===== config.mk =====
export PLATFORM = sky130hd
export DESIGN_NAME = psat_accum_ctrl
export DESIGN_NICKNAME = d
export VERILOG_FILES = /design/src/rtl/psat_accum_ctrl.sv
export SDC_FILE = /design/constraint.sdc
export NUM_CORES = 1
export LEC_CHECK = 0
export CORE_MARGIN = 5
export CORE_UTILIZATION = 49
export DETAILED_ROUTE_END_ITERATION = 10
export PLACE_DENSITY = 0.81
export RECOVER_POWER = 25
export SYNTH_ARGS = -nofsm -noshare
export SYNTH_HDL_FRONTEND = slang
export SYNTH_SLANG_ARGS = --single-unit
export TNS_END_PERCENT = 10

===== constraint.sdc =====
create_clock -name clk -period 2.9 [get_ports clk]
set_input_delay 0.58 -clock clk [delete_from_list [all_inputs] [get_ports clk]]
set_output_delay 0.58 -clock clk [all_outputs]
set_load 0.01 [all_outputs]

===== src/rtl/psat_accum_ctrl.sv =====
// Packed-byte saturating accumulator sequencer: reduces a stream of 16-bit words
// into two independent signed 8-bit lanes and keeps a sticky clamp flag per lane.
module psat_accum_ctrl #(
    parameter int CNT_W = 4
) (
    input  logic             clk,
    input  logic             rst_n,
    input  logic             start,
    input  logic [CNT_W-1:0] count,
    output logic             busy,
    input  logic             in_valid,
    input  logic [15:0]      in_data,
    output logic             in_ready,
    output logic             out_valid,
    output logic [15:0]      out_data,
    output logic [1:0]       out_sat,
    input  logic             out_ready
);

    typedef enum logic [1:0] {
        IDLE  = 2'd0,
        ACCUM = 2'd1,
        DONE  = 2'd2
    } state_t;

    state_t           state_q, state_d;
    logic [15:0]      acc_q, acc_d;
    logic [1:0]       sat_q, sat_d;
    logic [CNT_W-1:0] rem_q, rem_d;

    logic [15:0]      lane_sum;
    logic [1:0]       lane_clamp;
    logic             xfer;

    // Each lane saturates on its own; no carry crosses the byte boundary.
    genvar gi;
    generate
        for (gi = 0; gi < 2; gi++) begin : g_lane
            logic [7:0] a, b, s;
            logic       clamp_pos, clamp_neg;
            assign a         = acc_q[gi*8 +: 8];
            assign b         = in_data[gi*8 +: 8];
            assign s         = a + b;
            assign clamp_pos = ~a[7] & ~b[7] &  s[7];
            assign clamp_neg =  a[7] &  b[7] & ~s[7];
            assign lane_sum[gi*8 +: 8] = clamp_pos ? 8'h7F : (clamp_neg ? 8'h80 : s);
            assign lane_clamp[gi]      = clamp_pos | clamp_neg;
        end
    endgenerate

    assign xfer = in_valid && (state_q == ACCUM);

    always_comb begin
        state_d = state_q;
        acc_d   = acc_q;
        sat_d   = sat_q;
        rem_d   = rem_q;
        unique case (state_q)
            IDLE: begin
                if (start) begin
                    acc_d = 16'h0000;
                    sat_d = 2'b00;
                    if (count != '0) begin
                        rem_d   = count;
                        state_d = ACCUM;
                    end else begin
                        state_d = DONE;
                    end
                end
            end
            ACCUM: begin
                if (xfer) begin
                    acc_d = lane_sum;
                    sat_d = sat_q | lane_clamp;
                    rem_d = rem_q - 1'b1;
                    if (rem_q == CNT_W'(1)) begin
                        state_d = DONE;
                    end
                end
            end
            DONE: begin
                if (out_ready) begin
                    state_d = IDLE;
                end
            end
            default: state_d = IDLE;
        endcase
    end

    always_ff @(posedge clk) begin
        if (!rst_n) begin
            state_q <= IDLE;
            acc_q   <= 16'h0000;
            sat_q   <= 2'b00;
            rem_q   <= '0;
        end else begin
            state_q <= state_d;
            acc_q   <= acc_d;
            sat_q   <= sat_d;
            rem_q   <= rem_d;
        end
    end

    assign busy      = (state_q != IDLE);
    assign in_ready  = (state_q == ACCUM);
    assign out_valid = (state_q == DONE);
    assign out_data  = acc_q;
    assign out_sat   = sat_q;

endmodule


Word-level counts from Yosys, hierarchy flattened

Index checks and enable logic that the tools add are counted.

Register bits after elaboration: 24
Input bits: 25
Output and inout port bits: 21
Logic and storage cells: 60

$add $sub $neg: 3
Equal/unequal tests: 8
Muxes and demuxes: 20
Bitwise logic cells: 17
Reduce and logical (&&, ||, !) cells: 8

Operators with widths:

| operator                                                           | count |
|---|---|
| 16-bit 2-to-1 mux                                                  | 2 |
| 8-bit 2-to-1 mux                                                   | 4 |
| 16-bit case mux with 2 select lines                                | 1 |
| 8-bit adder                                                        | 2 |
| 2-bit 2-to-1 mux                                                   | 7 |
| 4-bit 2-to-1 mux                                                   | 3 |
| 1-bit bitwise AND                                                  | 8 |
| 4-bit case mux with 2 select lines                                 | 1 |
| 4-bit AND reduction                                                | 2 |
| 2-bit by 1-bit != test with 1-bit output, second input constant    | 3 |
| 1-bit NOT                                                          | 6 |
| 2-bit case mux with 3 select lines                                 | 1 |
| 4-bit by 1-bit == test with 1-bit output, second input constant    | 1 |
| 2-bit != test, second input constant                               | 2 |
| 2-bit case mux with 2 select lines                                 | 1 |
| 2-bit nonzero test                                                 | 2 |
| 4-bit nonzero test                                                 | 1 |
| 4-bit by 1-bit subtractor with 4-bit output, second input constant | 1 |
| 3-bit AND reduction                                                | 1 |
| 2-bit by 1-bit == test with 1-bit output, second input constant    | 1 |
| 2-bit == test, second input constant                               | 1 |
| 2-bit logical NOT                                                  | 1 |
| 1-bit OR                                                           | 2 |
| 2-bit OR                                                           | 1 |
| 1-bit logical AND                                                  | 1 |

Depth between registers and ports, before layout

Gate-level depths: netlist of run 1.

Depth in word-level cells: 7
Depth in mapped cells: 8
Gate-level depth less buffers: 8

Least setup slack after synthesis of run 1

OpenSTA, ideal clock, no wires.

Kind: input to register
From: input in_data[0]
To: register acc_q[6], in the netlist out_data[6]
Library setup time: 0.128 ns
Data arrival time: 2.049 ns
Data required time: 2.772 ns
Slack: 0.724 ns
Cell stages on the path: 8
Buffers on the path: 0
Cell sequence: ha_1 > fa_1 > a211oi_1 > o21bai_1 > a21oi_1 > xnor2_1 > a222oi_1 > nor2_1

Longest elaborated chain between the ends: 7
Elaborated cells between the ends (all ways): 8
Classes of those cells: 1 x add/sub; 4 x mux; 3 x bitwise

RTL lines:

| item                                  | RTL line | source |
|---|---|---|
| start, declared                       | 12       | `input logic [15:0] in_data,` |
| 8-bit adder *                         | 43       | `assign s = a + b;` |
| 1-bit NOT                             | 45       | `assign clamp_neg = a[7] & b[7] & ~s[7];` |
| 1-bit bitwise AND                     | 45       |  |
| 8-bit 2-to-1 mux                      | 46       | `assign lane_sum[gi*8 +: 8] = clamp_pos ? 8'h7F : (clamp_neg ? 8'h80 : s);` |
| 8-bit 2-to-1 mux *                    | 46       |  |
| 16-bit 2-to-1 mux *                   | 72       | `if (xfer) begin` |
| 16-bit case mux with 2 select lines * | 58       | `unique case (state_q)` |
| end signal, assigned                  | 93       | `acc_q <= 16'h0000;` |
| end signal, assigned                  | 98       | `acc_q <= acc_d;` |
| end, declared                         | 27       | `logic [15:0] acc_q, acc_d;` |

Every way passes the cells marked *; elsewhere a longest branch is shown, timed or not. The select of a mux whose other input is x is not followed.
A chain may end at the register's enable or synchronous reset.

Worst setup path after layout of run 1

From: input in_data[1]
To: register acc_q[6], in the netlist out_data[6]

Same word-level chain as after synthesis.

==> results of run 1 <==
## registers in the layout, indices dropped and copies added (netlist names)
name,flops
out_sat,2
out_data,16
state_q,2
rem_q,4
## worst max-delay path, stage by stage
cell,delay [ps]
clkdlybuf4s50_1,450
ha_1,320
a211o_1,300
a21oi_1,270
o211ai_2,180
nor2_2,320
a222oi_1,180
nor2_1,120
## power by group through the flow
stage          Clock (mW)  Combinational, mW  Sequential, mW
2_1_floorplan           0              0.223           0.390
3_3_place_gp            0              0.343           0.389
3_5_place_dp            0              0.346           0.389
4_1_cts             0.179              0.350           0.382
5_1_grt             0.189              0.389           0.387
6_report            0.172              0.347           0.381
## area by class of cell
class,count,share of cell area
well taps,46,0.0254
flip-flops and latches,24,0.212
repair buffers,48,0.208
inverters,10,0.0165
clock buffers,4,0.0160
multi-input cells,163,0.522
## cells in the final DEF, fill, tap and decap left out, types with 9 or more instances in the layout
master	netlist	layout
nor2_1	17	17
clkdlybuf4s50_1	0	35
nand2_1	12	12
o21ai_0	9	9
ha_1	20	20
inv_1	9	9
a21oi_1	16	16
nand3_1	9	9
dfxtp_1	24	24
dlygate4sd3_1	0	10
## stage by stage
step / util / instances / hold slack [ps]
final: 0.674 / 295 / 485
after global routing: 0.674 / 295 / 511
after CTS: 0.674 / 295 / 491
after detailed placement: 0.664 / 291 / 469
after global placement: 0.664 / 291 / 462
after floorplan: - / 203 / 489
## logic make-up (layout without fill, tap and decap cells)
group,count (synthesis),count (layout),share of synthesized area
fa+ha+maj,22,22,0.168
buf+inv,16,62,0.0362
flops,24,24,0.278
compound gates,77,77,0.316
simple gates,53,53,0.145
mux,1,1,0.00580
xor+xnor,10,10,0.0507
## routing by layer
layer | up-vias | track usage
li1 | 868 | -
met1 | 757 | 0.218
met2 | 48 | 0.267
met3 | 2 | 0.0246
met4 | 0 | 0.0390
met5 | - | 0
## how the worst max path moves through the flow
stage	start	to	slack, ps	depth (start not counted)
2_1_floorplan	in_data[0]	out_data[6]	720	8
3_3_place_gp	in_data[7]	out_data[4]	160	9
3_5_place_dp	in_data[1]	out_data[6]	110	8
4_1_cts	in_data[7]	out_data[6]	460	9
5_1_grt	in_data[1]	out_data[6]	260	8
6_report	in_data[1]	out_data[6]	420	8
==> flow_summary.ini, run 1 <==
[synthesis]
ys.flop_type = dfxtp_1
synth-seq-cells = 24
synth_edf_count = 0
synth_fp_nets = 250
synth.cell_area_um2 = 1730
yosysSeqAreaShare = 0.278
synth.most_common_cell = dfxtp_1
synth.top_cell.area_share = 0.278
synthDistinctLibCells = 45
synth_common_cells = dfxtp_1, ha_1, nor2_1
synthCells = 203
yosysWarnings = 0
synth_area_leaders = dfxtp_1, ha_1, a21oi_1, nor2_1, xnor2_1
postSynth.asyncResetShare = 0
syn_avg_cell_area_um2 = 8.51
yosysTopAreaCell = dfxtp_1

[cells_and_area]
syn_to_final_growth_pct = 31.4
multi_input_area_um2 = 1180
antennaDiodeCount = 0
nNetsFinal = 297
stdcell_area_um2 = 2270
layout-drive-gt1-share = 0.0602
num-fill-cells = 318
regArea_um2 = 480

[power]
cellPowerDensity_nw_per_um2 = 397
p_int_mw = 0.603
ir_drop_uv = 244
switching_share = 0.330
seqPwrFrac = 0.423
finalPower_mw = 0.900
clock_power_share = 0.191
power.switching_mw = 0.297
pwr-share-comb = 0.385
power_leakage_nw = 0.988

[sta]
period_share = 0.856
max_slew.worst_pin.slew_ps = 473
final_max_slew_viol_count = 0
period_minus_slack_ps = 2480
finalSetupTns_ps = 0
rsz0062_at_grt = no
worst_slack_ps = 419
final.setup_skew_ps = 10.8
hold_viol_final = 0
finalSetupViolCount = 0
timing.fmax_ghz = 0.403
relSlewSlack = 0.685

[critical_path]
cp.required_ps = 3150
reg2reg_depth = 7
arrival_ps = 2730
ff2ff_setup_slack_ps = 790
r2r_end = out_data[6]
criticalPathCategory = in -> reg
cp-end-kind = register
cp-start-kind = input port
cp_max_fo = 9
r2r-start = out_data[1]

[global_route]
grtUsageTotal = 0.161
grt_pass1_vias = 1581
antenna_found_initial = 0
grt_pass1_wl_um = 6750
overflow = 0
grt_max_degree = 21

[clock_network]
cts_sinks = 24
cts_tree = built
clock_path_buffers = 2
hold_buffers = 0
numCtsBuffers = 3
cts-resized-gates = 0
clk_latency_ps = 310
htree_num_levels = 1
cts-root-buf = clkbuf_4
clk_pin_slew_ps = 120
post_cts_buffers = 0

[job]
cap_violations = 0

[min_path]
min_from = out_data[0]
hold_path_end = out_data[0]
min_path_cells = 2
hold_class = reg -> reg

[placement]
port_buffers = 45
dp_slack_ps = 113
dp_hpwl_um = 2960
gp_congestion = 0.830
placed_area_um2 = 2230

[die]
coreArea_um2 = 3360
die_w_um = 69.4
die_h_um = 69.4
io_pins = 46
dieArea_um2 = 4810
start_util = 0.513
row_count = 21

[detailed_routing]
wl_met2_um = 1650
drtPass1Iterations = 5
wire_per_inst_um = 12.8
num_vias = 1675
routed.top_layer = met4
drt-met1-wl_um = 1900
drc = 0
via_per_inst = 5.68
detail-route-antenna-nets = 0
drt_iter0_markers = 130
totalWireLength_um = 3790
routed-wl-met3_um = 218

[outcome]
status = finished, final reports clean
(Power assumes the default switching activity.)
==> inputs of run 2 (changes only) <==
==> constraint.sdc (replaced) <==
create_clock -name clk -period 2.37 [get_ports clk]
set_input_delay 0.474 -clock clk [delete_from_list [all_inputs] [get_ports clk]]
set_output_delay 0.474 -clock clk [all_outputs]
set_load 0.01 [all_outputs]
==> run 2 against run 1 <==
Die area is the same. Register-to-register slack lost 570 ps. Clock skew grew 5.8 ps. Worst hold slack gained 20 ps. Core utilization grew 9.5 points. Critical endpoint is now out_data[7]. Highest routed layer unchanged.
==> flow_summary.ini, run 2 (synthesis results as in run 1) <==
[outcome]
status = finished, final reports clean

[critical_path]
cp.required_ps = 2620
arrival_ps = 2550
cp-start-kind = input port
cp-end-kind = register
reg2reg_depth = 8
cp_max_fo = 6
criticalPathCategory = in -> reg
ff2ff_setup_slack_ps = 220

[clock_network]
hold_buffers = 0
cts-root-buf = clkbuf_4
cts_tree = built
clock_path_buffers = 2
cts_sinks = 24
clk_latency_ps = 330
clk_pin_slew_ps = 150
numCtsBuffers = 3
htree_num_levels = 1

[die]
die_h_um = 69.4
io_pins = 46
coreArea_um2 = 3360
die_w_um = 69.4
row_count = 21
dieArea_um2 = 4810
start_util = 0.513

[sta]
relSlewSlack = 0.727
timing.fmax_ghz = 0.433
final_max_slew_viol_count = 0
finalSetupViolCount = 0
rsz0062_at_grt = yes
period_minus_slack_ps = 2310
final.setup_skew_ps = 16.6
max_slew.worst_pin.slew_ps = 407
period_share = 0.974
whs_ps = 505
hold_viol_final = 0

[min_path]
hold_class = reg -> reg
min_path_cells = 2

[global_route]
grt_max_degree = 21
grt_pass1_wl_um = 8050
overflow = 0
antenna_found_initial = 0
grt_pass1_vias = 1851
grtUsageTotal = 0.195

[cells_and_area]
nNetsFinal = 331
multi_input_area_um2 = 1230
final_cell_mix = buf_4, clkdlybuf4s50_1, dfxtp_1
num-fill-cells = 283
largest_reg_flops = 16
layout_commonest_cell = buf_4
syn_to_final_growth_pct = 49.9
stdcell_count = 329
layout-drive-gt1-share = 0.191
regArea_um2 = 480
antennaDiodeCount = 0

[detailed_routing]
via_per_inst = 5.76
totalWireLength_um = 4870
drtPass1Iterations = 4
drt_iter0_markers = 127
num_vias = 1896
detail-route-antenna-nets = 0
drc = 0
wire_per_inst_um = 14.8

[placement]
dp_hpwl_um = 3630
port_buffers = 45
placed_cells = 322
gp_congestion = 0.818

[power]
ir_drop_uv = 450
cellPowerDensity_nw_per_um2 = 503
power_leakage_nw = 1.18

[job]
cap_violations = 0
==> run 2: cell types whose count changed in the layout (fill, tap and decap cells not counted), sizes merged <==
cell and change:
buf +34, bufinv +1, clkbuf -1, dlygate4sd3 -1, dlymetal6s2s +1
==> run 2: final timing paths <==
| kind | from | endpoint |
|---|---|---|
| setup / recovery | in_data[1] | out_data[7] |
| hold / removal | out_data[0] | out_data[0] |
| setup reg to reg | out_data[1] | out_data[7] |
| hold reg to reg | out_data[0] | out_data[0] |
==> run 2: layer usage <==
metal | part of all wire | track usage | routed length (um)
met5 | 0 | 0 | 0
met1 | 0.43 | 0.242 | 2100
met4 | 0.0074 | 0.0521 | 36
met2 | 0.51 | 0.333 | 2470
met3 | 0.055 | 0.0507 | 268
==> run 2: where the power goes <==
group	switching (mW)	total, mW	leakage [nW]	internal [mW]
Combinational	0.257	0.530	0.959	0.273
Sequential	0.0315	0.467	0.195	0.436
Clock	0.135	0.306	0.0279	0.171
Total	0.423	1.30	1.18	0.880
==> run 2: layout make-up <==
cell class | instances | share of cell area
Sequential cell | 24 | 0.186
Tap cell | 46 | 0.0222
Inverter | 10 | 0.0145
Timing Repair Buffer | 82 | 0.284
Clock inverter | 1 | 0.0116
Multi-Input combinational cell | 163 | 0.474
Clock buffer | 3 | 0.00870
==> run 2: what timing repair did <==
item / in CTS / in global routing
gates resized for setup: 0 / 12
endpoints found under the setup margin: 0 / 3
buffers inserted: 0 / 3
==> run 2: critical path, stage by stage <==
cell	delay (ps)
clkdlybuf4s50_1	480
ha_1	240
a211o_1	290
a211o_1	340
o211ai_4	140
nor2_4	100
buf_6	140
buf_4	130
o31ai_2	220
==> run 2: stage by stage <==
stage | power (mW) | setup WS, ps | TNS (ps) | area, um2 | util
after global routing | 1.38 | -59.5 | -352 | 2590 | 0.770
after CTS | 1.27 | 72.3 | 0 | 2520 | 0.749
after detailed placement | 0.967 | -292 | -3270 | 2460 | 0.733
final | 1.30 | 61.1 | 0 | 2590 | 0.770
after global placement | 0.954 | -191 | -2160 | 2460 | 0.733
after floorplan | 0.751 | 300 | 0 | 1730 | -
==> RTL change, RTL diff (settings of run 1) <==
Encoding of `state_t`: now one-hot (3 bits for 3 states).
--- a/src/rtl/psat_accum_ctrl.sv
+++ b/src/rtl/psat_accum_ctrl.sv
@@ -19,6 +19,6 @@
 
-    typedef enum logic [1:0] {
-        IDLE  = 2'd0,
-        ACCUM = 2'd1,
-        DONE  = 2'd2
+    typedef enum logic [2:0] {
+        IDLE  = 3'b001,
+        ACCUM = 3'b010,
+        DONE  = 3'b100
     } state_t;
Check against the original RTL: no difference found for any inputs over 10 cycles, from zero or initial values and one cycle with rst_n low; not proved beyond that.
==> RTL change against run 1 <==
Design area grew 14%; setup slack lost 0.19 ns; routed wire length grew 32%; synthesized area grew 18%; sequential cell count grew 1; clock power grew 23%; power grew 37%; hold slack gained 0.011 ns.
==> RTL change: results (changes against run 1) <==
status=completed; Netlist cell types=58 (+29%); largest net degree at the start of global routing=23 (+9.5%); post-CTS sizing=0 (unchanged); DP Wirelength=3.951 mm (+33%); worst-path fanout max=13 (+4); Nets=336 (+13%); Synth Area in Adders=0.1425 (-0.02561); Synth Warn #=0 (unchanged); Root Buffer=clkbuf_8; max reg flops=16 (unchanged); Compound-Gate Fraction of Synth Area=0.3440 (+0.02804); 1st-pass router iterations=4 (-1); maximum vdd ir drop=0.0004608 V (+89%); count leader, synth=dfxtp_1; Leak Pwr=1.040 nW (+5.3%); share of the yosys chip area belonging to registers=0.2457 (-0.03256); filler instances=351 (+10%); # H-tree levels=1 (unchanged); clk buf depth=2 (unchanged); vias in the first global route=1834 (+16%); Inserted Clock Buffers=3 (unchanged); Total GRT Usage=0.1852 (+0.02419); Synth Area in XOR/XNOR=0.01720 (-0.03353); clock latency on the worst-skew pair=0.27 ns (-0.04 ns); Sw Share=0.3873 (+0.05752); ys flop type=dfxtp_1; post-synthesis mux area share=0.01536 (+0.009559); drt via density=5.964 (+5.0%); Ant. Diodes=0 (unchanged); Synth area leaders=dfxtp_1 (25%), ha_1 (12%), a21oi_1 (5.9%); Setup Skew=0.003478 ns (-0.007332 ns); DP Area=0.002532 mm² (+13%); Worst Tran Pin Value=0.7004 ns (+0.2276 ns); first-pass GRT wire length=8.314 mm (+23%); layout cells sized above 1=0.08681 (+0.02656); FFs w/ async S/R, synth=0 (unchanged); final wirelength=5.020 mm (+32%); postcts setup bufs=0 (unchanged); PortBufs=45 (unchanged); Final Wtd Congestion=0.8782 (+5.8%); Synth top cells by count=dfxtp_1 (25), a21oi_1 (24), nand2_1 (23), ha_1 (20), inv_1 (15); 1st-iter DRT viols=119 (-8.5%); grt ovf=0 (unchanged); Worst path slowest cell=clkdlybuf4s50_1; Post-Syn Nets=288 (+15%); initial antenna violation count=0 (unchanged); CTS clk-pin slew, worst paths=0.09 ns (-0.03 ns); worst hold path class=reg -> reg; Detail Route Antenna Nets=0 (unchanged); slowest stage delay, CP=0.45 ns (about the same)
RTL change: kinds of logic after synthesis:
| kind of cell | count (synthesis) |
|---|---|
| buffers and inverters | 25 |
| adder cells (fa/ha/maj) | 22 |
| multiplexers | 3 |
| flip-flops | 25 |
| XOR/XNOR | 4 |
| AO/OA/AOI/OAI | 98 |
| AND/OR/NAND/NOR | 64 |
RTL change: critical path: cells and delay by family:
kind	cells	cell delay, ns
adders and majority gates	1	0.33
buffers and inverters	1	0.45
AOI/OAI and AO/OA	5	1.48
RTL change: final timing paths:
path	from	to	slack, ns	cells after the start
worst max-delay path	in_data[1]	out_data[0]	0.23	7
worst min-delay path	rem_q[3]	rem_q[3]	0.50	2
worst max register to register	out_data[1]	out_data[0]	0.61	6
worst min register to register	rem_q[3]	rem_q[3]	0.50	2
RTL change: metal layers:
metal,track usage,part of all wire,vias up,routed length [µm]
met1,0.2586,0.46,924,2316
met2,0.3015,0.47,59,2382
met5,0,0,-,0
met3,0.04054,0.060,4,302
met4,0.02372,0.0038,0,19
li1,-,-,1029,-
RTL change: per-stage QoR:
| step | worst slack (ns) | hold slack, ns | std cells | utilization | setup TNS, ns |
|---|---|---|---|---|---|
| after floorplan | 0.5512 | 0.4567 | 241 | - | 0 |
| after global placement | 0.06772 | 0.4827 | 334 | 0.6286 | 0 |
| after detailed placement | -0.03551 | 0.4773 | 334 | 0.6286 | -0.09956 |
| after CTS | 0.2487 | 0.4964 | 338 | 0.6407 | 0 |
| after global routing | 0.04872 | 0.5255 | 338 | 0.6407 | 0 |
| final | 0.2268 | 0.4968 | 338 | 0.6407 | 0 |
RTL change: layout make-up:
class,count,share of cell area
clock inverters,1,0.002908
repair buffers,51,0.1920
inverters,17,0.02569
multi-input cells,191,0.5453
well taps,50,0.02424
clock buffers,3,0.01600
flip-flops and latches,25,0.1939
RTL change: power by group through the flow:
stage	Clock, mW	Combinational [mW]	Sequential [mW]
global route	0.237	0.651	0.447
detailed placement	0	0.584	0.444
global placement	0	0.576	0.443
finish	0.211	0.585	0.437
CTS	0.216	0.587	0.436
floorplan	0	0.409	0.435
